==> config.mk <==
export PLATFORM = sky130hd
export DESIGN_NAME = dsm_read_ctrl
export DESIGN_NICKNAME = d
export VERILOG_FILES = /design/src/rtl/dsm_ctrl_pkg.sv /design/src/rtl/dsm_window_timer.sv /design/src/rtl/dsm_read_ctrl.sv
export SDC_FILE = /design/constraint.sdc
export NUM_CORES = 1
export LEC_CHECK = 0
export CORE_ASPECT_RATIO = 0.7
export CORE_MARGIN = 3
export CORE_UTILIZATION = 30
export CTS_CLUSTER_SIZE = 25
export DETAILED_ROUTE_END_ITERATION = 10
export PLACE_DENSITY = 0.53
export SYNTH_ARGS = -nofsm -noshare
export SYNTH_HDL_FRONTEND = slang
export SYNTH_SLANG_ARGS = --single-unit
==> constraint.sdc <==
create_clock -name clk -period 5.8 [get_ports clk]
set_clock_uncertainty 0.05 [all_clocks]
set_input_delay 0.87 -clock clk [delete_from_list [all_inputs] [get_ports clk]]
set_output_delay 0.87 -clock clk [all_outputs]
set_load 0.005 [all_outputs]
==> src/rtl/dsm_ctrl_pkg.sv <==
// ============================================================================
// Module      : dsm_ctrl_pkg
// Description : Shared types and widths for the delta-sigma read controller.
// Revision    : 1.0 - initial release
// ============================================================================
`default_nettype none

package dsm_ctrl_pkg;

    localparam int DSM_CNT_W  = 9;
    localparam int DSM_TRIM_W = 8;

    typedef enum logic [2:0] {
        ST_IDLE   = 3'd0,
        ST_SETTLE = 3'd1,
        ST_CONV   = 3'd2,
        ST_GAP    = 3'd3,
        ST_DONE   = 3'd4
    } dsm_rd_state_t;

endpackage

`default_nettype wire

==> src/rtl/dsm_window_timer.sv <==
// ============================================================================
// Module      : dsm_window_timer
// Description : Loadable down-counter; done is high while the count is 1,
//               marking the final cycle of a loaded duration.
// Revision    : 1.0 - initial release
// ============================================================================
`default_nettype none

module dsm_window_timer #(
    parameter int WIDTH = 10
) (
    input  logic             clk,
    input  logic             rst_n,
    input  logic             load,
    input  logic [WIDTH-1:0] load_val,
    output logic             done
);

    logic [WIDTH-1:0] r_cnt;

    always_ff @(posedge clk) begin
        if (!rst_n) begin
            r_cnt <= '0;
        end else if (load) begin
            r_cnt <= load_val;
        end else if (r_cnt != '0) begin
            r_cnt <= r_cnt - WIDTH'(1);
        end
    end

    assign done = (r_cnt == WIDTH'(1));

endmodule

`default_nettype wire

==> src/rtl/dsm_read_ctrl.sv <==
// ============================================================================
// Module      : dsm_read_ctrl
// Description : Conversion sequencer for the bit-line delta-sigma modulator.
//               Optional macro DSM_READ_CTRL_AVG_EN: average 2^NCONV_LOG2
//               conversions per request.
// Revision    : 1.0 - initial release
// ============================================================================
`default_nettype none

module dsm_read_ctrl
    import dsm_ctrl_pkg::*;
#(
    parameter int WINDOW     = 256,
    parameter int SETTLE     = 4,
    parameter int NCONV_LOG2 = 2
) (
    input  logic                  clk,
    input  logic                  rst_n,
    input  logic                  req_valid,
    output logic                  req_ready,
    input  logic [DSM_TRIM_W-1:0] req_trim,
    input  logic [DSM_CNT_W-1:0]  req_thresh,
    input  logic                  abort,
    output logic                  rsp_valid,
    input  logic                  rsp_ready,
    output logic [DSM_CNT_W-1:0]  rsp_count,
    output logic                  rsp_bit,
    output logic                  busy,
    output logic                  dsm_en,
    output logic [DSM_TRIM_W-1:0] dsm_chrg_trim,
    input  logic [DSM_CNT_W-1:0]  dsm_out
);

`ifdef DSM_READ_CTRL_AVG_EN
    localparam int c_LOG2 = NCONV_LOG2;
`else
    // Single conversion per request; NCONV_LOG2 has no effect in this build.
    localparam int c_LOG2 = 0 * NCONV_LOG2;
`endif
    localparam int c_ACC_W = DSM_CNT_W + c_LOG2;
    localparam int c_IDX_W = (c_LOG2 > 0) ? c_LOG2 : 1;
    localparam int c_TMR_W = 10;
    localparam logic [c_TMR_W-1:0] c_SETTLE_LEN = c_TMR_W'(SETTLE);
    localparam logic [c_TMR_W-1:0] c_CONV_LEN   = c_TMR_W'(WINDOW + 1);
    localparam logic [c_IDX_W-1:0] c_LAST_IDX   = c_IDX_W'((1 << c_LOG2) - 1);

    dsm_rd_state_t         r_state;
    logic                  r_req_ready;
    logic                  r_rsp_valid;
    logic [DSM_CNT_W-1:0]  r_rsp_count;
    logic                  r_rsp_bit;
    logic                  r_busy;
    logic                  r_dsm_en;
    logic [DSM_TRIM_W-1:0] r_trim;
    logic [DSM_CNT_W-1:0]  r_thresh;
    logic [c_ACC_W-1:0]    r_acc;
    logic [c_IDX_W-1:0]    r_conv_idx;

    logic                  w_tmr_load;
    logic [c_TMR_W-1:0]    w_tmr_val;
    logic                  w_tmr_done;
    logic [DSM_CNT_W-1:0]  w_avg;

    assign w_avg = r_acc[c_ACC_W-1:c_LOG2];

    // Timer is loaded on entry to SETTLE and on every entry to CONV.
    always_comb begin
        w_tmr_load = 1'b0;
        w_tmr_val  = c_CONV_LEN;
        case (r_state)
            ST_IDLE: begin
                w_tmr_load = req_valid;
                w_tmr_val  = c_SETTLE_LEN;
            end
            ST_SETTLE: w_tmr_load = w_tmr_done;
            ST_GAP:    w_tmr_load = 1'b1;
            default:   w_tmr_load = 1'b0;
        endcase
    end

    dsm_window_timer #(
        .WIDTH    (c_TMR_W)
    ) u_timer (
        .clk      (clk),
        .rst_n    (rst_n),
        .load     (w_tmr_load),
        .load_val (w_tmr_val),
        .done     (w_tmr_done)
    );

    always_ff @(posedge clk) begin
        if (!rst_n) begin
            r_state     <= ST_IDLE;
            r_req_ready <= 1'b1;
            r_rsp_valid <= 1'b0;
            r_rsp_count <= '0;
            r_rsp_bit   <= 1'b0;
            r_busy      <= 1'b0;
            r_dsm_en    <= 1'b0;
            r_trim      <= '0;
            r_thresh    <= '0;
            r_acc       <= '0;
            r_conv_idx  <= '0;
        end else begin
            case (r_state)
                ST_IDLE: begin
                    if (req_valid) begin
                        r_state     <= ST_SETTLE;
                        r_trim      <= req_trim;
                        r_thresh    <= req_thresh;
                        r_acc       <= '0;
                        r_conv_idx  <= '0;
                        r_req_ready <= 1'b0;
                        r_busy      <= 1'b1;
                    end
                end
                ST_SETTLE, ST_CONV, ST_GAP: begin
                    if (abort) begin
                        r_state     <= ST_IDLE;
                        r_dsm_en    <= 1'b0;
                        r_busy      <= 1'b0;
                        r_req_ready <= 1'b1;
                    end else if (r_state == ST_GAP ||
                                 (r_state == ST_SETTLE && w_tmr_done)) begin
                        r_state  <= ST_CONV;
                        r_dsm_en <= 1'b1;
                    end else if (r_state == ST_CONV && w_tmr_done) begin
                        // dsm_out now holds exactly WINDOW decisions.
                        r_acc    <= r_acc + c_ACC_W'(dsm_out);
                        r_dsm_en <= 1'b0;
                        if (r_conv_idx == c_LAST_IDX) begin
                            r_state <= ST_DONE;
                        end else begin
                            r_state    <= ST_GAP;
                            r_conv_idx <= r_conv_idx + c_IDX_W'(1);
                        end
                    end
                end
                ST_DONE: begin
                    if (!r_rsp_valid) begin
                        r_rsp_valid <= 1'b1;
                        r_rsp_count <= w_avg;
                        r_rsp_bit   <= (w_avg < r_thresh);
                    end else if (rsp_ready) begin
                        r_state     <= ST_IDLE;
                        r_rsp_valid <= 1'b0;
                        r_busy      <= 1'b0;
                        r_req_ready <= 1'b1;
                    end
                end
                default: r_state <= ST_IDLE;
            endcase
        end
    end

    assign req_ready     = r_req_ready;
    assign rsp_valid     = r_rsp_valid;
    assign rsp_count     = r_rsp_count;
    assign rsp_bit       = r_rsp_bit;
    assign busy          = r_busy;
    assign dsm_en        = r_dsm_en;
    assign dsm_chrg_trim = r_trim;

endmodule

`default_nettype wire

==> results of run 1 <==
-- area by class of cell --
| class | count | area [um2] |
|---|---|---|
| Clock buffer | 7 | 143 |
| Fill cell | 888 | 5180 |
| Multi-Input combinational cell | 240 | 1600 |
| Tap cell | 120 | 150 |
| Sequential cell | 53 | 1060 |
| Inverter | 14 | 52.6 |
| Timing Repair Buffer | 54 | 536 |
-- worst paths after layout --
check                        start               end  cells after the start
setup / recovery        dsm_out[0]          r_acc[8]                     10
hold / removal    dsm_chrg_trim[1]  dsm_chrg_trim[1]                      2
setup reg to reg          r_acc[0]          r_acc[8]                      9
hold reg to reg   dsm_chrg_trim[1]  dsm_chrg_trim[1]                      2
-- report_power, final --
part / internal, uW / total [uW] / switching (uW)
combinational: 197 / 402 / 205
sequential: 406 / 455 / 48.1
clock: 170 / 305 / 134
-- state kept, by name, indices dropped and copies added (netlist names) --
name and count:
dsm_en 1, busy 1, r_acc 9, req_ready 1
rsp_count 9, r_state 3, rsp_bit 1, dsm_chrg_trim 8
u_timer.r_cnt 10, rsp_valid 1, r_thresh 9
-- worst max-delay path, delay by kind of cell --
kind	cells	cell delay, ns
adders and majority gates	2	0.57
AOI/OAI and AO/OA	4	0.56
and+or+nand+nor	1	0.18
buffers and inverters	2	0.54
xor gates and xnor gates	1	0.19
-- cells by family after synthesis --
group / after synthesis
AOI/OAI and AO/OA: 70
DFF: 53
and+or+nand+nor: 132
muxes: 3
buffers and inverters: 26
adders and majority gates: 20
xor gates and xnor gates: 15
-- routing by layer --
metal / track usage / vias to the layer above / wire length, um
li1: - / 1193 / -
met1: 0.196 / 998 / 3630
met2: 0.182 / 51 / 2390
met3: 0.0417 / 7 / 424
met4: 0.0370 / 0 / 75
met5: 0 / - / 0
-- per-stage QoR --
| step | setup slack (ns) | hold slack [ns] | power, uW | util |
|---|---|---|---|---|
| 2_1_floorplan | 3.40 | 0.385 | 770 | - |
| 3_3_place_gp | 2.75 | 0.392 | 859 | 0.390 |
| 3_5_place_dp | 2.73 | 0.401 | 864 | 0.390 |
| 4_1_cts | 3.04 | 0.413 | 1180 | 0.406 |
| 5_1_grt | 2.90 | 0.440 | 1240 | 0.406 |
| 6_report | 3.04 | 0.409 | 1160 | 0.406 |
-- cell usage after synthesis (2+ instances only) --
master    count
nand2_1      68
dfxtp_1      53
a21boi_0     26
ha_1         19
nor2_1       18
inv_1        14
nand3_1      12
a21oi_1      10
xnor2_1      10
a21boi_1      8
clkbuf_1      7
nand2b_1      6
o21ai_0       6
buf_2         5
xor2_1        5
a21o_1        4
and2_1        3
mux2i_1       3
nor2b_1       3
a31oi_1       2
nand4_1       2
nor4_4        2
o211ai_1      2
o21a_1        2
o21ai_1       2
o41ai_1       2
or3_1         2
==> summary.md, run 1 <==
| Metric | Value |
|---|---|
| Final Hold Violating Endpoints | `0` |
| IO Pins | `53` |
| Area leader, netlist | `dfxtp_1` |
| Number of synthesized flops with an enable pin | `0` |
| Multiplexer share of the synthesized area | `0.0109` |
| MaxCap Viol Count | `0` |
| Vias/cell | `4.61` |
| CTS sink count | `53` |
| Hold Crit Class | `flip-flop to flip-flop` |
| CTS Hold Bufs | `0` |
| DP Cell Count | `481` |
| Top cells by area, synth | `dfxtp_1 (38%), nand2_1 (9.2%), ha_1 (8.6%), a21boi_0 (7.1%), xnor2_1 (3.2%)` |
| Clock latency on the worst-skew pair | `0.29 ns` |
| CP arrival | `2.90 ns` |
| Commonest non-fill, non-tap cell in the layout | `nand2_1` |
| Post-DP Area | `3400 um2` |
| Crit-path max FO | `2` |
| Post-synthesis adder-cell area fraction | `0.0932` |
| Ys flop type | `dfxtp_1` |
| Clk root buf | `clkbuf_16` |
| Row count | `28` |
| Yosys warnings | `0` |
| Grt ovf | `0` |
| Status | `complete, no violations` |
| ANT cells | `0` |
| Clock slew at reported path FFs | `0.07 ns` |
| Die W | `121 um` |
| Final Cycle Share | `0.477` |
| H-tree depth | `2` |
| Slew headroom | `0.415` |
| Initial antenna violation count | `0` |
| Share of cells above drive strength 1 | `0.0571` |
| TritonCTS clock tree | `done` |
| Final net count | `419` |
| Startpoint types | `input pin` |
| PwrDens | `328 nW/um2` |
| Slew Viols, Final | `0` |
| CP Cell Sequence | `clkdlybuf4s50_1, ha_1, inv_1, fa_1, nand2b_1, a21oi_1, o41ai_1, xnor2_1, a21oi_1, o21bai_1` |
| Finished Cell Area | `3540 um2` |
| Final setup violation count | `0` |
| Worst reg2reg setup slack | `3.63 ns` |
| Share of the yosys chip area belonging to registers | `0.384` |
| Die Span Y | `86.3 um` |
| Least-Margin Pin Slew | `0.874 ns` |
| CORE AREA | `8720 um2` |
| CTS Buffer Depth | `2` |
| Port bufs | `52` |
| RSZ-0062 raised after global routing | `no` |
| Routed via count | `2,249` |
| Synthesized cell area | `2770 um2` |
| Post-synth cell types | `50` |
| Post-synthesis simple-gate area fraction | `0.251` |
| Starting Density | `0.317` |
| Syn Nets | `370` |
| Min Tclk post-route | `2.76 ns` |
| Critical path class | `input pin to flip-flop` |
| Routed WL per cell | `13.3 um` |
| Asr flop ratio synth | `0` |
| CP Capture Type | `flip-flop` |
| Synth Area in Compound Gates | `0.176` |
| Synthesized instance count | `319` |
| DRT iter0 DRCs | `104` |
| Most common cell on crit path | `a21oi_1` |
| Worst path max stage delay | `0.48 ns` |
| Synth Area in XOR/XNOR | `0.0475` |
| Layout area overhead | `28.1%` |
| Post_cts resized | `0` |
| DP HPWL | `4770 um` |
| Post-Syn Area per Cell | `8.67 um2` |
| DR pass1 iterations | `4` |
| Maximum vdd drop | `126 uV` |
| Setup Buffers After CTS | `0` |
| Critical path required time | `5.93 ns` |
| F_max | `0.362 GHz` |
| Final antenna-violating net count | `0` |
| Synth top area share | `0.384` |
| Global-route wire length before repair | `10,800 um` |
| Main combinational cell family by area after synthesis | `simple AND/OR/NAND/NOR gates` |
| Die ar. | `10,400 um2` |
| Largest net degree at the start of global routing | `51` |
| Seq cells post-synth | `53` |
| CTS Buf Count | `5` |
| Setup TNS | `0 ns` |
| Final routed DRC violation total | `0` |
| Leakage | `0.00134 uW` |
| Gp weighted congestion | `0.816` |
| Non-Filler Instances | `488` |
| Final wirelength | `6510 um` |
| Vias in the first global route | `2,154` |
| GRT Total Usage | `0.132` |
| Commonest cells after routing, fill and taps aside | `nand2_1 (68), dfxtp_1 (53), clkdlybuf4s50_1 (52)` |
| Slowest-stage cell, CP | `clkdlybuf4s50_1` |
No activity file was read; power rests on OpenSTA's default activity.
==> inputs of run 2 (changes only) <==
--- a/config.mk
+++ b/config.mk
@@ -10,7 +10,7 @@
 export CORE_UTILIZATION = 30
 export CTS_CLUSTER_SIZE = 25
 export DETAILED_ROUTE_END_ITERATION = 10
-export PLACE_DENSITY = 0.53
+export PLACE_DENSITY = 0.55
 export SYNTH_ARGS = -nofsm -noshare
 export SYNTH_HDL_FRONTEND = slang
 export SYNTH_SLANG_ARGS = --single-unit
==> constraint.sdc (replaced) <==
create_clock -name clk -period 2.3 [get_ports clk]
set_clock_uncertainty 0.05 [all_clocks]
set_input_delay 0.345 -clock clk [delete_from_list [all_inputs] [get_ports clk]]
set_output_delay 0.345 -clock clk [all_outputs]
set_load 0.005 [all_outputs]
==> run 2 against run 1 <==
Against the previous run: wire length up 3.4%; worst setup slack worse by 2.9 ns; core utilization up 1.2 points; sequential share of layout area down 0.85 points; worst hold slack worse by 0.0069 ns; critical path depth unchanged; via count up 0.84%; sequential power rose to 2.5 times the previous value; first-iteration DRC count down 49%; flip-flop and latch count unchanged; die area unchanged; critical path type unchanged; critical endpoint unchanged.
==> summary.md, run 2 (same netlist as run 1, synthesis figures left out) <==
| Metric | Value |
|---|---|
| CTS Hold Bufs | `0 (unchanged)` |
| Clock slew at reported path FFs | `0.07 ns (about the same)` |
| Clock share of power | `0.280 (+0.018)` |
| Routed WL per cell | `13.5 um (+1.3%)` |
| Vias/cell | `4.55 (-1.2%)` |
| Layout area overhead | `31.8%` |
| Global-route wire length before repair | `11,300 um (+4.4%)` |
| Starting Density | `0.317 (unchanged)` |
| ANT cells | `0 (unchanged)` |
| Clk root buf | `clkbuf_16` |
| Routed via count | `2,268 (+0.84%)` |
| Logic pwr share | `0.342 (-0.004)` |
| Port bufs | `52 (unchanged)` |
| Critical path class | `input pin to flip-flop` |
| Sw Pwr | `1000 uW (+160%)` |
| Commonest cells after routing, fill and taps aside | `nand2_1 (68), dfxtp_1 (53), clkdlybuf4s50_1 (52)` |
| Die ar. | `10,400 um2 (unchanged)` |
| CTS Buffer Depth | `2 (unchanged)` |
| Vias in the first global route | `2,219 (+3.0%)` |
| Min Tclk post-route | `2.20 ns` |
| Finished Cell Area | `3650 um2 (+2.9%)` |
| Gp weighted congestion | `0.804 (-1.4%)` |
| H-tree depth | `2 (unchanged)` |
| MaxCap Viol Count | `0 (unchanged)` |
| Row count | `28 (unchanged)` |
| RSZ-0062 raised after global routing | `no` |
| DR pass1 iterations | `4 (unchanged)` |
| Share of cells above drive strength 1 | `0.0899 (+0.0329)` |
| Final Cycle Share | `0.957` |
| Hold Crit Class | `flip-flop to flip-flop` |
| Maximum vdd drop | `350 uV (+180%)` |
| IO Pins | `53 (unchanged)` |
| DP HPWL | `5040 um (+5.8%)` |
| DRT iter0 DRCs | `53 (-49%)` |
| GRT Total Usage | `0.139 (+0.00651)` |
| Number of flip-flops in the largest register | `10 (unchanged)` |
| CP Capture Type | `flip-flop` |
| Sequential power share | `0.378 (-0.014)` |
| Critical path required time | `2.44 ns (-3.49 ns)` |
| Slew Viols, Final | `0 (unchanged)` |
| Least-Margin Pin Slew | `0.531 ns (-0.343 ns)` |
| DP Worst Slack | `-0.247 ns (-2.97 ns)` |
| Commonest non-fill, non-tap cell in the layout | `nand2_1` |
| PwrDens | `832 nW/um2 (+150%)` |
| Leakage | `0.00141 uW (+5.3%)` |
| Largest net degree at the start of global routing | `41 (-20%)` |
| Pint | `2030 uW (+160%)` |
| Post_cts resized | `0 (unchanged)` |
| Sw Share | `0.329 (-0.00443)` |
| CTS sink count | `53 (unchanged)` |
| Startpoint types | `input pin` |
| TritonCTS clock tree | `done` |
| Final wirelength | `6730 um (+3.4%)` |
| Final setup violation count | `0 (unchanged)` |
| Initial antenna violation count | `0 (unchanged)` |
| CTS Buf Count | `5 (unchanged)` |
| Final net count | `429 (+2.4%)` |
| Final routed DRC violation total | `0 (unchanged)` |
| Die W | `121 um (unchanged)` |
| PnR worst setup slack | `0.0998 ns (-2.94 ns)` |
| Final Hold Violating Endpoints | `0 (unchanged)` |
| Clock latency on the worst-skew pair | `0.30 ns (about the same)` |
| Biggest register | `u_timer.r_cnt` |
| Final antenna-violating net count | `0 (unchanged)` |
| Post-DP Area | `3480 um2 (+2.2%)` |
| Grt ovf | `0 (unchanged)` |
| Slew headroom | `0.643 (+0.229)` |
| Setup Buffers After CTS | `0 (unchanged)` |
| Crit-path max FO | `2 (unchanged)` |
| F_max | `0.455 GHz` |
| CORE AREA | `8720 um2 (unchanged)` |
| Hold slack | `0.402 ns (-0.00685 ns)` |
| CP arrival | `2.34 ns (-0.56 ns)` |
| Die Span Y | `86.3 um (unchanged)` |
| Status | `complete, no violations` |
-- run 2: cell count changes in the layout (fill, tap and decap cells not counted), sizes merged --
| cell | before | now |
|---|---|---|
| buf | 2 | 12 |
| clkinv | 0 | 1 |
| bufinv | 0 | 1 |
| clkbuf | 7 | 5 |
-- run 2: power groups by stage --
stage	clock network, uW	logic, uW	registers, uW
floorplan	0	796	1150
global placement	0	1010	1160
detailed placement	0	1030	1170
CTS	891	1040	1150
global route	919	1170	1160
finish	851	1040	1150
-- run 2: cell type report --
cell class                      count  area [um2]
Fill cell                         894        5080
Multi-Input combinational cell    240        1610
Sequential cell                    53        1060
Timing Repair Buffer               64         611
Tap cell                          120         150
Clock buffer                        5         125
Inverter                           14        52.6
Clock inverter                      2        35.0
-- run 2: through the flow --
| stage | power (uW) | TNS [ns] | cells | util |
|---|---|---|---|---|
| 3_5_place_dp | 2200 | -0.412 | 491 | 0.398 |
| 4_1_cts | 3080 | 0 | 498 | 0.417 |
| 5_1_grt | 3250 | 0 | 498 | 0.418 |
| 6_report | 3030 | 0 | 498 | 0.418 |
| 3_3_place_gp | 2180 | -0.286 | 491 | 0.398 |
| 2_1_floorplan | 1940 | 0 | 319 | - |
-- run 2: worst paths after layout --
path | depth (start not counted) | slack [ns] | startpoint | end
worst max-delay path | 10 | 0.1 | dsm_out[0] | r_acc[8]
worst min register to register | 2 | 0.40 | dsm_chrg_trim[0] | dsm_chrg_trim[0]
worst min-delay path | 2 | 0.40 | dsm_chrg_trim[0] | dsm_chrg_trim[0]
worst max register to register | 7 | 0.29 | r_acc[3] | r_acc[8]
-- run 2: worst max-delay path: stages --
cell	delay, ns
clkdlybuf4s50_1	0.49
ha_1	0.18
inv_1	0.06
fa_1	0.39
nand2b_4	0.16
a21oi_2	0.13
o41ai_1	0.10
xnor2_1	0.22
a21oi_1	0.10
o21bai_1	0.17
-- run 2: metal layers --
layer,vias to the layer above,share of wire,GRT usage
met5,-,0,0
met4,0,0.016,0.0525
met3,8,0.064,0.0450
met2,46,0.37,0.187
met1,1006,0.55,0.203
li1,1208,-,-
==> inputs of run 3 (changes only) <==
--- a/config.mk
+++ b/config.mk
@@ -8,9 +8,10 @@
 export CORE_ASPECT_RATIO = 0.7
 export CORE_MARGIN = 3
 export CORE_UTILIZATION = 30
-export CTS_CLUSTER_SIZE = 25
+export CTS_CLUSTER_SIZE = 14
 export DETAILED_ROUTE_END_ITERATION = 10
 export PLACE_DENSITY = 0.55
 export SYNTH_ARGS = -nofsm -noshare
 export SYNTH_HDL_FRONTEND = slang
 export SYNTH_SLANG_ARGS = --single-unit
+export TNS_END_PERCENT = 5
==> results of run 3 <==
Same layout as run 2: the final DEF is identical, and so are final timing and power.
